==> src/rtl/pll_phase_meter_pkg.sv <==
// Shared definitions for the PLL phase meter: FSM encodings and the default
// no-signal timeout derived from the clock rate and the slowest expected reference.
`timescale 1ns/1ps
package pll_phase_meter_pkg;

    localparam logic [0:0] IDLE = 1'b0;
    localparam logic [0:0] RUN  = 1'b1;

    localparam int CLK_HZ          = 50_000_000;
    localparam int REF_MIN_HZ      = 50_000;
    localparam int TIMEOUT_PERIODS = 5;
    localparam int DEFAULT_TIMEOUT = CLK_HZ / REF_MIN_HZ * TIMEOUT_PERIODS;

endpackage

==> src/rtl/pll_phase_meter_edge_sync.sv <==
// Brings an asynchronous square wave into the clk_50 domain and flags its rising edges.
// The rise flag is registered so both meter inputs see identical, fixed latency.
`timescale 1ns/1ps
module edge_sync
    import pll_phase_meter_pkg::*;
#(
    parameter int SYNC_STAGES = 2
) (
    input  logic clk_50,
    input  logic rst_n,
    input  logic din,
    output logic rise
);

    logic [SYNC_STAGES-1:0] sync_reg;
    logic [SYNC_STAGES-1:0] sync_next;
    logic                   prev_reg;
    logic                   rise_reg;

    genvar gi;
    generate
        for (gi = 0; gi < SYNC_STAGES; gi++) begin : g_stage
            if (gi == 0) begin : g_first
                assign sync_next[gi] = din;
            end else begin : g_rest
                assign sync_next[gi] = sync_reg[gi-1];
            end
        end
    endgenerate

    always_ff @(posedge clk_50 or negedge rst_n) begin
        if (!rst_n) begin
            sync_reg <= '0;
            prev_reg <= 1'b0;
            rise_reg <= 1'b0;
        end else begin
            sync_reg <= sync_next;
            prev_reg <= sync_reg[SYNC_STAGES-1];
            rise_reg <= sync_reg[SYNC_STAGES-1] & ~prev_reg;
        end
    end

    assign rise = rise_reg;

endmodule

==> src/rtl/pll_phase_meter.sv <==
// Measures the averaged reference period and the ref->sig rising-edge offset in clk_50
// cycles, publishing one result per averaging window and flagging missing inputs.
`timescale 1ns/1ps
module pll_phase_meter
    import pll_phase_meter_pkg::*;
#(
    parameter int CNT_W       = 24,
    parameter int AVG_LOG2    = 3,
    parameter int TIMEOUT     = DEFAULT_TIMEOUT,
    parameter int SYNC_STAGES = 2
) (
    input  logic             clk_50,
    input  logic             rst_n,
    input  logic             ref_in,
    input  logic             sig_in,
    output logic [CNT_W-1:0] period,
    output logic [CNT_W-1:0] phase,
    output logic             meas_valid,
    output logic             no_signal,
    output logic             sig_lost
);

    localparam int ACC_W = CNT_W + AVG_LOG2;
    localparam logic [CNT_W-1:0]    CNT_MAX      = '1;
    localparam logic [CNT_W-1:0]    TIMEOUT_LAST = CNT_W'(TIMEOUT - 1);
    localparam logic [AVG_LOG2-1:0] N_LAST       = '1;

    generate
        if (TIMEOUT < 1 || longint'(TIMEOUT) >= (longint'(1) << CNT_W)) begin : g_bad_timeout
            $error("pll_phase_meter: TIMEOUT must lie in 1 .. 2**CNT_W-1");
        end
        if (SYNC_STAGES < 2 || AVG_LOG2 < 1) begin : g_bad_params
            $error("pll_phase_meter: need SYNC_STAGES >= 2 and AVG_LOG2 >= 1");
        end
    endgenerate

    logic ref_rise;
    logic sig_rise;

    edge_sync #(.SYNC_STAGES(SYNC_STAGES)) u_ref_sync (
        .clk_50 (clk_50),
        .rst_n  (rst_n),
        .din    (ref_in),
        .rise   (ref_rise)
    );

    edge_sync #(.SYNC_STAGES(SYNC_STAGES)) u_sig_sync (
        .clk_50 (clk_50),
        .rst_n  (rst_n),
        .din    (sig_in),
        .rise   (sig_rise)
    );

    logic [0:0]          state_reg,      state_next;
    logic [CNT_W-1:0]    period_ctr_reg, period_ctr_next;
    logic [CNT_W-1:0]    phase_ctr_reg,  phase_ctr_next;
    logic [CNT_W-1:0]    phase_lat_reg,  phase_lat_next;
    logic [AVG_LOG2-1:0] n_reg,          n_next;
    logic [ACC_W-1:0]    acc_reg,        acc_next;
    logic                armed_reg,      armed_next;
    logic                seen_reg,       seen_next;
    // Window results are staged for one cycle so meas_valid and the outputs move together.
    logic                done_reg,       done_next;
    logic [ACC_W-1:0]    sum_reg,        sum_next;
    logic [CNT_W-1:0]    pend_phase_reg, pend_phase_next;
    logic                pend_seen_reg,  pend_seen_next;
    logic [CNT_W-1:0]    period_reg,     period_next;
    logic [CNT_W-1:0]    phase_reg,      phase_next;
    logic                meas_valid_reg, meas_valid_next;
    logic                no_signal_reg,  no_signal_next;
    logic                sig_lost_reg,   sig_lost_next;

    logic [CNT_W-1:0] period_inc;
    logic [CNT_W-1:0] phase_inc;
    logic             timeout_hit;

    assign period_inc = (period_ctr_reg == CNT_MAX) ? CNT_MAX : period_ctr_reg + 1'b1;
    assign phase_inc  = (phase_ctr_reg == CNT_MAX) ? CNT_MAX : phase_ctr_reg + 1'b1;

    always_comb begin
        state_next      = state_reg;
        period_ctr_next = period_ctr_reg;
        phase_ctr_next  = phase_ctr_reg;
        phase_lat_next  = phase_lat_reg;
        n_next          = n_reg;
        acc_next        = acc_reg;
        armed_next      = armed_reg;
        seen_next       = seen_reg;
        done_next       = 1'b0;
        sum_next        = sum_reg;
        pend_phase_next = pend_phase_reg;
        pend_seen_next  = pend_seen_reg;
        period_next     = period_reg;
        phase_next      = phase_reg;
        meas_valid_next = 1'b0;
        no_signal_next  = no_signal_reg;
        sig_lost_next   = sig_lost_reg;
        timeout_hit     = 1'b0;

        if (done_reg) begin
            period_next     = CNT_W'(sum_reg >> AVG_LOG2);
            if (pend_seen_reg) begin
                phase_next = pend_phase_reg;
            end
            sig_lost_next   = ~pend_seen_reg;
            no_signal_next  = 1'b0;
            meas_valid_next = 1'b1;
        end

        case (state_reg)
            IDLE: begin
                if (ref_rise) begin
                    state_next      = RUN;
                    period_ctr_next = '0;
                    phase_ctr_next  = '0;
                    armed_next      = 1'b1;
                    n_next          = '0;
                    acc_next        = '0;
                    seen_next       = 1'b0;
                end
            end
            RUN: begin
                period_ctr_next = period_inc;
                phase_ctr_next  = phase_inc;
                if (ref_rise) begin
                    period_ctr_next = '0;
                    phase_ctr_next  = '0;
                    armed_next      = 1'b1;
                    if (n_reg == N_LAST) begin
                        sum_next        = acc_reg + ACC_W'(period_inc);
                        pend_phase_next = phase_lat_reg;
                        pend_seen_next  = seen_reg;
                        done_next       = 1'b1;
                        acc_next        = '0;
                        n_next          = '0;
                        seen_next       = 1'b0;
                    end else begin
                        acc_next = acc_reg + ACC_W'(period_inc);
                        n_next   = n_reg + 1'b1;
                    end
                end else if (period_ctr_reg == TIMEOUT_LAST) begin
                    // Reference vanished: drop the partial window and report no signal.
                    timeout_hit    = 1'b1;
                    state_next     = IDLE;
                    no_signal_next = 1'b1;
                    period_next    = '0;
                    sig_lost_next  = 1'b1;
                    armed_next     = 1'b0;
                    seen_next      = 1'b0;
                    n_next         = '0;
                    acc_next       = '0;
                end
            end
            default: state_next = IDLE;
        endcase

        // A sig edge coinciding with a ref edge belongs to the period that edge opens.
        if (sig_rise && !timeout_hit && (ref_rise || (state_reg == RUN && armed_reg))) begin
            phase_lat_next = ref_rise ? '0 : phase_inc;
            seen_next      = 1'b1;
            armed_next     = 1'b0;
        end
    end

    always_ff @(posedge clk_50 or negedge rst_n) begin
        if (!rst_n) begin
            state_reg      <= IDLE;
            period_ctr_reg <= '0;
            phase_ctr_reg  <= '0;
            phase_lat_reg  <= '0;
            n_reg          <= '0;
            acc_reg        <= '0;
            armed_reg      <= 1'b0;
            seen_reg       <= 1'b0;
            done_reg       <= 1'b0;
            sum_reg        <= '0;
            pend_phase_reg <= '0;
            pend_seen_reg  <= 1'b0;
            period_reg     <= '0;
            phase_reg      <= '0;
            meas_valid_reg <= 1'b0;
            no_signal_reg  <= 1'b1;
            sig_lost_reg   <= 1'b1;
        end else begin
            state_reg      <= state_next;
            period_ctr_reg <= period_ctr_next;
            phase_ctr_reg  <= phase_ctr_next;
            phase_lat_reg  <= phase_lat_next;
            n_reg          <= n_next;
            acc_reg        <= acc_next;
            armed_reg      <= armed_next;
            seen_reg       <= seen_next;
            done_reg       <= done_next;
            sum_reg        <= sum_next;
            pend_phase_reg <= pend_phase_next;
            pend_seen_reg  <= pend_seen_next;
            period_reg     <= period_next;
            phase_reg      <= phase_next;
            meas_valid_reg <= meas_valid_next;
            no_signal_reg  <= no_signal_next;
            sig_lost_reg   <= sig_lost_next;
        end
    end

    assign period     = period_reg;
    assign phase      = phase_reg;
    assign meas_valid = meas_valid_reg;
    assign no_signal  = no_signal_reg;
    assign sig_lost   = sig_lost_reg;

endmodule

==> config.mk <==
export PLATFORM = sky130hd
export DESIGN_NAME = pll_phase_meter
export DESIGN_NICKNAME = d
export VERILOG_FILES = /design/src/rtl/pll_phase_meter_pkg.sv /design/src/rtl/pll_phase_meter_edge_sync.sv /design/src/rtl/pll_phase_meter.sv
export SDC_FILE = /design/constraint.sdc
export NUM_CORES = 1
export LEC_CHECK = 0
export CORE_MARGIN = 10
export CORE_UTILIZATION = 25
export CTS_CLUSTER_DIAMETER = 60
export CTS_CLUSTER_SIZE = 25
export DETAILED_ROUTE_END_ITERATION = 16
export GPL_TIMING_DRIVEN = 1
export HOLD_SLACK_MARGIN = 0.02
export PLACE_DENSITY = 0.42
export SYNTH_ARGS = -nofsm -noshare
export SYNTH_HDL_FRONTEND = slang
export SYNTH_SLANG_ARGS = --single-unit
==> constraint.sdc <==
create_clock -name clk_50 -period 5.25 [get_ports clk_50]
set_clock_uncertainty 0.1 [all_clocks]
set_input_delay 1.3125 -clock clk_50 [delete_from_list [all_inputs] [get_ports clk_50]]
set_output_delay 1.3125 -clock clk_50 [all_outputs]
set_load 0.005 [all_outputs]
# Yosys cells after proc, flatten, opt, wreduce, memory -nomap -nowiden
# Index checks and enable logic that the tools add are counted.
# word_totals
in_bits	4
register_bits	217
word_cells	102
# classes
n_mux	50
bitwise	6
n_eq_ne	9
n_addsub	4
n_reduce_logical	10
# ops
operator	count
$mux 24	9
$mux 27	4
$pmux 24 s2	2
$pmux 27 s2	1
$add 24x1->24 const B	2
$eq 24x24->1 const B	2
$add 27x24->27	1
$mux 1	26
$eq 24x13->1 const B	1
$mux 3	4
$pmux 1 s2	3
$pmux 3 s2	1
$reduce_and 2->1	3
$reduce_and 3->1	2
$ne 4x1->1 const B	1
$ne 4x4->1 const B	1
$not 1->1	4
$add 3x1->3 const B	1
$eq 3x3->1 const B	1
$logic_and 1x1->1	3
$ne 3x1->1 const B	1
$ne 3x2->1 const B	1
$and 1x1->1	2
$ne 2x1->1 const B	1
other kinds (2)	2

# Depth between registers and ports, before layout
# Gate-level depths: netlist of the first run.
# logic_depth
word_depth	9
ltp_mapped	18

# Hierarchy
# Synthesis of the first run repeated with hierarchy kept, for this count alone.
# unflattened
cells_unflattened	1134
hier_area_um2	10842.9
# modules_own_cells
module	area_per_inst_um2	cells_each	instances	seq_area_each_um2
pll_phase_meter	10615.2	1124	1	5157.4
edge_sync	113.9	5	2	100.1

# Least setup slack after synthesis of the first run
# No wires, ideal clock.
# synth_timing
path_kind	register -> register
start	reg period_ctr_reg[0]
end	reg acc_reg[26]
stages_incl_launch_ff	19
required_ns	5.032
arrival_time_ns	3.897
setup_slack_ns	1.135
path_cell_list	dfrtp_1 ha_1 nand3_2 nor4_4 and4_1 buf_4 nand3_2 clkbuf_1 nand2_1 ha_1 inv_1 fa_1 nor2b_1 o2111ai_1 a2111oi_0 nor3_1 o22a_1 a21o_1 a21o_1
# synth_between
elab_chain_len	6
elab_cells_between_ends	10
classes_between	2 x add/sub; 3 x eq/ne; 4 x mux; 1 x reduce/logical
# synth_lines
item	line	rtl
start: declaration	pll_phase_meter.sv:55	logic [CNT_W-1:0] period_ctr_reg, period_ctr_next;
start signal: assignment	pll_phase_meter.sv:186	period_ctr_reg <= period_ctr_next;
$add 24x1->24 or $eq 24x24->1 (tied branches)	pll_phase_meter.sv:77	assign period_inc = (period_ctr_reg == CNT_MAX) ? CNT_MAX : period_ctr_reg + 1'b1;
$mux 24	pll_phase_meter.sv:77	
$add 27x24->27	pll_phase_meter.sv:138	acc_next = acc_reg + ACC_W'(period_inc);
$mux 27	pll_phase_meter.sv:129	if (n_reg == N_LAST) begin
$mux 27	pll_phase_meter.sv:125	if (ref_rise) begin
$pmux 27 s2	pll_phase_meter.sv:110	case (state_reg)
end signal: assignment	pll_phase_meter.sv:190	acc_reg <= acc_next;
end: declaration	pll_phase_meter.sv:59	logic [ACC_W-1:0] acc_reg, acc_next;
# Several ways; a longest one is shown, not always the timed one.
# A chain may end at the register's enable or synchronous reset.

# Final worst setup path of the first run
# layout_timing
start	reg period_ctr_reg[0]
end	reg sum_reg[26]
# layout_between
elab_chain_len	3
elab_cells_between_ends	4
classes_between	2 x add/sub; 1 x eq/ne; 1 x mux
# layout_lines
item	line	rtl
$add 24x1->24 or $eq 24x24->1 (tied branches)	pll_phase_meter.sv:77	
$mux 24 (*)	pll_phase_meter.sv:77	
$add 27x24->27 (*)	pll_phase_meter.sv:130	sum_next = acc_reg + ACC_W'(period_inc);
end signal: assignment	pll_phase_meter.sv:194	sum_reg <= sum_next;
end: declaration	pll_phase_meter.sv:64	logic [ACC_W-1:0] sum_reg, sum_next;
# Mark *: on every way between the ends. The rest lies on a longest branch, timed or not.

==> results.ini, run 1 <==
[routing]
wl_um = 27600
wl_met1_um = 14700
drtAntennaViolNets = 0
drc = 0
drt-vias-per-instance = 4.58
initialDrtViolationCount = 514
vias = 8064
first_pass_iters = 5
wire_per_inst_um = 15.7
dr_wl_met2_um = 11600
dr.max_layer_used = met4
wl_met3_um = 913

[global_routing]
antenna_found_initial = 0
grt_overflow = 0
grt_max_degree = 84
grt_pass1_wl_um = 45200
gr-usage-all-layers_pct = 10.3
grt_pass1_vias = 7973

[cells_and_area]
largest_reg_flops = 27
syn_to_final_growth_pct = 16.7
final_nets = 1195
insertedDiodeCount = 0
finalNonFillerCells = 1760
drive_gt1_share_pct = 9.11

[timing]
rsz0062_at_grt = false
setup_viol = 0
tns_ns = 0
hold_viol_final = 0
tightest_slew_ns = 0.778
setup_slack_ns = 0.478
max_freq_mhz = 210
finalCritPeriodShare_pct = 90.9
period_needed_ns = 4.77
slew_viol_final = 0
holdWs_ns = 0.250
max_slew_margin_pct = 48.1

[place]
port_buffers = 54
place_ws_ns = 0.428
numPlacedInstances = 1722
gp_congestion = 0.836
detailed_place_hpwl_um = 18800

[clock_tree]
ctsHoldBuffers = 0
cts_buffers = 21
clk_pin_slew_ns = 0.07
clock_latency_ns = 0.52
clkSinkCount = 214
cts.htree.levels = 1
clockBufferDepth = 3
cts-root-buf = clkbuf_16
cts_tree = yes

[yosys]
syn_nets = 1169
synthArstFlopShare_pct = 100
yosys_most_used_dff = dfrtp_1
syn_area_sq_um = 10800
synth_seq_cells = 214
yosysWarnings = 0
syn_inst = 1134
synth_edf_count = 0
yosysSeqAreaShare_pct = 49.5
avgSynthCellArea_sq_um = 9.55
ys_types = 64

[power]
powerDensity_nw_per_um2 = 306
p_leak_nw = 5.83
ir_worst_vdd_uv = 155

[critical_path]
r2r_start = period_ctr_reg[0]
r2r_cells = 15
critPathLaunchType = flop
crit_end = sum_reg[26]
regToRegEndpoint = sum_reg[26]
end_kind = flop
reg2reg_slack_ns = 0.48
worstPathRequired_ns = 5.59
cp_max_fo = 14
critPathKind = reg -> reg
worstPathArrival_ns = 5.11
cp-startpoint = period_ctr_reg[0]

[status]
status = completed

[die]
fp-row-count = 76
ioPinCount = 55
core_area_sq_um = 43000
die_area_sq_um = 52000
initial_core_util_pct = 25.2
die_y_um = 228
die_width_um = 228

[min_path]
hp-class = reg -> reg

[job]
cap_viol_max_count = 0

[repair_timing]
item / 4_1_cts / 5_1_grt
setup buffers: 0 / 0
resized for setup: 0 / 1
setup endpoints to repair: 0 / 2
endpoints found under the hold margin: 0 / 0
[critical path, stage by stage, from the launching register on]
cell and delay (ns):
dfrtp_1 0.45, ha_1 0.32, nand3_2 0.16, nor4_4 0.44, and4_1 0.43, nand3_2 0.33
nand2_1 0.16, ha_1 0.17, inv_1 0.06, fa_1 0.40, nor2b_1 0.19, o2111ai_1 0.21
a2111oi_0 0.54, nor3_2 0.17, or3_1 0.38, a41oi_1 0.20
[cell usage in the layout (no fill, tap or decap), drive strengths merged, types with 8 or more instances in the layout]
master,Yosys,routed
a21oi,51,51
nand3,35,35
clkbuf,42,22
a211oi,10,10
buf,24,16
nor2,80,80
nor4,8,8
nand2,241,241
o21ai,90,90
mux2,26,26
dfrtp,212,212
mux2i,27,27
inv,27,36
a311oi,24,24
and3,13,13
o21a,10,10
nand4,16,16
a31oi,11,11
xnor2,30,30
a22o,14,14
clkdlybuf4s50,0,53
nor3,17,17
xor2,27,27
a21o,9,9
ha,30,30
[how the worst min path moves through the flow]
stage | endpoint | cells past startpoint | slack (ns) | start
3_3_place_gp | u_ref_sync.sync_reg[1] | 0 | 0.23 | u_ref_sync.sync_reg[0]
5_1_grt | u_sig_sync.sync_reg[1] | 0 | 0.27 | u_sig_sync.sync_reg[0]
3_5_place_dp | u_sig_sync.sync_reg[1] | 0 | 0.23 | u_sig_sync.sync_reg[0]
2_1_floorplan | u_ref_sync.sync_reg[1] | 0 | 0.23 | u_ref_sync.sync_reg[0]
4_1_cts | u_sig_sync.sync_reg[1] | 0 | 0.25 | u_sig_sync.sync_reg[0]
6_report | u_sig_sync.sync_reg[1] | 0 | 0.25 | u_sig_sync.sync_reg[0]
[kinds of logic (layout without fill, tap and decap cells)]
logic type      Yosys count  after routing  share of synthesized area (%)
compound gates          249            249                           14.8
xor+xnor                 57             57                           4.61
fa+ha+maj                31             31                           3.65
buf+inv                  93            134                           3.87
flops                   214            214                           49.5
mux                      53             53                           5.20
simple gates            437            437                           18.3
[cell type report]
class	count	area (sq um)
clock buffers	22	539
fillers	4555	30300
repair buffers	69	671
clock inverters	16	169
flip-flops and latches	214	5360
inverters	27	101
multi-input cells	827	5060
well taps	585	732
[Yosys cell counts, drive strengths merged (13+ instances only)]
cell / count / area share [%]
xor2: 27 / 2.2
nand4: 16 / 1.0
nand2: 241 / 8.4
mux2i: 27 / 2.5
dfrtp: 212 / 49
xnor2: 30 / 2.4
ha: 30 / 3.5
a21oi: 51 / 2.4
buf: 24 / 1.4
and3: 13 / 0.75
a22o: 14 / 1.3
inv: 27 / 0.94
a311oi: 24 / 2.1
nor3: 17 / 0.83
nor2: 80 / 2.9
mux2: 26 / 2.7
clkbuf: 42 / 1.5
o21ai: 90 / 4.2
nand3: 35 / 1.8
[metal layers]
metal / vias up / GRT usage [%]
li1: 4023 / -
met1: 3921 / 15.6
met2: 93 / 15.0
met3: 27 / 1.44
met4: 0 / 2.62
met5: - / 0
[stage by stage]
step	utilization [%]	instance area [sq um]	power [mW]
2_1_floorplan	-	10800	2.19
3_3_place_gp	27.7	11900	2.34
3_5_place_dp	27.7	11900	2.34
4_1_cts	29.4	12600	3.93
5_1_grt	29.4	12600	4.06
6_report	29.4	12600	3.86
[where the power goes]
| group | switching [mW] | internal, mW | total [mW] | leakage [nW] |
|---|---|---|---|---|
| clock network | 0.759 | 0.797 | 1.56 | 0.352 |
| logic | 0.262 | 0.192 | 0.454 | 2.55 |
| registers | 0.0938 | 1.76 | 1.85 | 2.93 |
| total | 1.11 | 2.75 | 3.86 | 5.83 |
Note: power is estimated with default switching activity, not from simulation.
==> run 2, diff against run 1 <==
Settings changed: ABC_CLOCK_PERIOD_IN_PS set to 5250, CAP_MARGIN set to 20.
==> results of run 2 <==
The final DEF is identical to that of run 1; final timing and power are the same.
==> run 3, diff against run 2 <==
Settings changed: SLEW_MARGIN set to 0, SYNTH_HIERARCHICAL set to 1.
==> results.ini, run 3 <==
[cells_and_area]
final_nets = 1195
final_common_cell = nand2_1
multi_input_area_sq_um = 5110
fill_cells = 4544
drive_gt1_share_pct = 9.92
final_util_pct = 30.0
finalNonFillerCells = 1764
syn_to_final_growth_pct = 18.9
insertedDiodeCount = 0
layout_common_cells = nand2_1 (220), dfrtp_1 (210), nor2_1 (105), o21ai_0 (76), clkdlybuf4s50_1 (53)
seq_area_sq_um = 5360
largest_reg_flops = 27

[die]
ioPinCount = 55
fp-row-count = 76
core_area_sq_um = 43000
die_y_um = 228
die_width_um = 228
initial_core_util_pct = 25.2
die_area_sq_um = 52100

[clock_tree]
cts.htree.levels = 1
cts_resized = 0
clk_pin_slew_ns = 0.07
clockBufferDepth = 3
cts_tree = yes
cts-root-buf = clkbuf_16
cts_buffers = 25
cts_setup_buffers = 0
clkSinkCount = 214
ctsHoldBuffers = 0
clock_latency_ns = 0.55

[timing]
rsz0062_at_grt = false
max_slew_margin_pct = 40.3
tightest_slew_ns = 0.895
period_needed_ns = 4.49
max_freq_mhz = 223
setup_slack_ns = 0.760
tns_ns = 0
slew_viol_final = 0
setup_viol = 0
finalCritPeriodShare_pct = 85.5
hold_viol_final = 0

[yosys]
avgSynthCellArea_sq_um = 9.56
synth-compound-area-share_pct = 14.7
yosysSeqAreaShare_pct = 49.4
synth_fa_ha_area_share_pct = 3.65
yosys_most_used_dff = dfrtp_1
ys_types = 76
synthDominantCellAreaShare_pct = 48.9
syn_nets = 1169
synth_top_family_by_area = simple AND/OR/NAND/NOR gates
synth_area_leaders = dfrtp_1 (49%), nand2_1 (7.6%), nor2_1 (3.7%)
synth_edf_count = 0
syn_inst = 1134
yosysMostFrequentCell = nand2_1
syn_area_sq_um = 10800
synth_mux_area_share_pct = 5.57
synth_seq_cells = 214
synthArstFlopShare_pct = 100
yosys.area.top_type = dfrtp_1
synth-xor-area-share_pct = 4.52
synthSimpleGateAreaFrac_pct = 18.6
yosysWarnings = 6
yosys-top-cells-count = nand2_1 (220), dfrtp_1 (212), nor2_1 (106)

[power]
p_int_mw = 3.05
p_sw_share_pct = 28.3
combinationalPowerShare_pct = 11.7
p_clk_share_pct = 44.7
switching_power_mw = 1.21
powerDensity_nw_per_um2 = 330
p_leak_nw = 5.84
p_seq_share_pct = 43.6
ir_worst_vdd_uv = 217

[global_routing]
grt_pass1_wl_um = 46000
grt_max_degree = 91
gr-usage-all-layers_pct = 10.6
antenna_found_initial = 0
grt_pass1_vias = 8155
grt_overflow = 0

[routing]
wl_um = 27800
initialDrtViolationCount = 552
vias = 8177
drc = 0
wire_per_inst_um = 15.7
drt-vias-per-instance = 4.64
first_pass_iters = 4
drtAntennaViolNets = 0

[critical_path]
critPathLaunchType = flop
critPathKind = reg -> reg
worstPathArrival_ns = 4.81
end_kind = flop
worstPathRequired_ns = 5.57
cp_max_fo = 10

[place]
gp_congestion = 0.819
port_buffers = 54
detailed_place_hpwl_um = 19200
numPlacedInstances = 1718
place_ws_ns = 0.794

[status]
status = completed

[min_path]
hp-class = reg -> reg

[job]
cap_viol_max_count = 0

==> run 3: cells by family after synthesis <==
| group | after synthesis |
|---|---|
| buf+inv | 93 |
| simple gates | 442 |
| mux | 57 |
| fa+ha+maj | 31 |
| xor+xnor | 56 |
| flops | 214 |
| compound gates | 241 |
==> run 3: final cells by class <==
type                       instances  area share [%]
clock inverter                    21            2.15
inverter                          25           0.728
clock buffer                      25            4.85
timing repair buffer              67            5.36
sequential                       214            41.6
multi-input combinational        827            39.6
tap                              585            5.68
==> run 3: final timing paths <==
| check | cells after the start | start | endpoint | slack (ns) |
|---|---|---|---|---|
| hold / removal | 0 | u_ref_sync/sync_reg[0] | u_ref_sync/sync_reg[1] | 0.24 |
| max in group asynchronous | 2 | rst_n | phase[14] | 3.44 |
| min in group asynchronous | 1 | rst_n | u_ref_sync/sync_reg[1] | 0.66 |
| hold reg to reg | 0 | u_ref_sync/sync_reg[0] | u_ref_sync/sync_reg[1] | 0.24 |
| setup reg to reg | 14 | period_ctr_reg[0] | sum_reg[26] | 0.76 |
| setup / recovery | 14 | period_ctr_reg[0] | sum_reg[26] | 0.76 |
==> run 3: routing by layer <==
layer | track usage (%) | vias to the layer above | routed length, um | share of wire, %
met5 | 0 | - | 0 | 0
met4 | 2.92 | 0 | 397 | 1.4
met3 | 1.60 | 29 | 1090 | 3.9
met2 | 15.9 | 112 | 12000 | 43
met1 | 15.4 | 4033 | 14200 | 51
li1 | - | 4003 | - | -
==> run 3: critical path, cell delays in order (launching register included) <==
cell and delay, ns:
dfrtp_1 0.41, ha_1 0.27, and3_1 0.38, nand2_2 0.15, nor3_4 0.24, and3_1 0.46
nor2_1 0.17, fa_1 0.45, and2b_1 0.24, o2111ai_2 0.17, a2111oi_4 0.50, o211ai_1 0.18
a21o_1 0.26, a211o_1 0.28, o311a_1 0.11
==> run 3: power groups by stage <==
stage	clock [mW]	sequential, mW	combinational [mW]
5_1_grt	2.03	1.87	0.576
4_1_cts	1.96	1.85	0.511
2_1_floorplan	0	1.85	0.358
3_5_place_dp	0	1.89	0.508
3_3_place_gp	0	1.88	0.506
6_report	1.90	1.85	0.499
==> run 3: through the flow <==
stage	area (sq um)	hold slack, ns	total power, mW
after detailed placement	12000	0.235	2.39
after CTS	12900	0.240	4.33
after global routing	12900	0.246	4.48
after global placement	11900	0.232	2.39
final	12900	0.238	4.25
after floorplan	10800	0.231	2.21
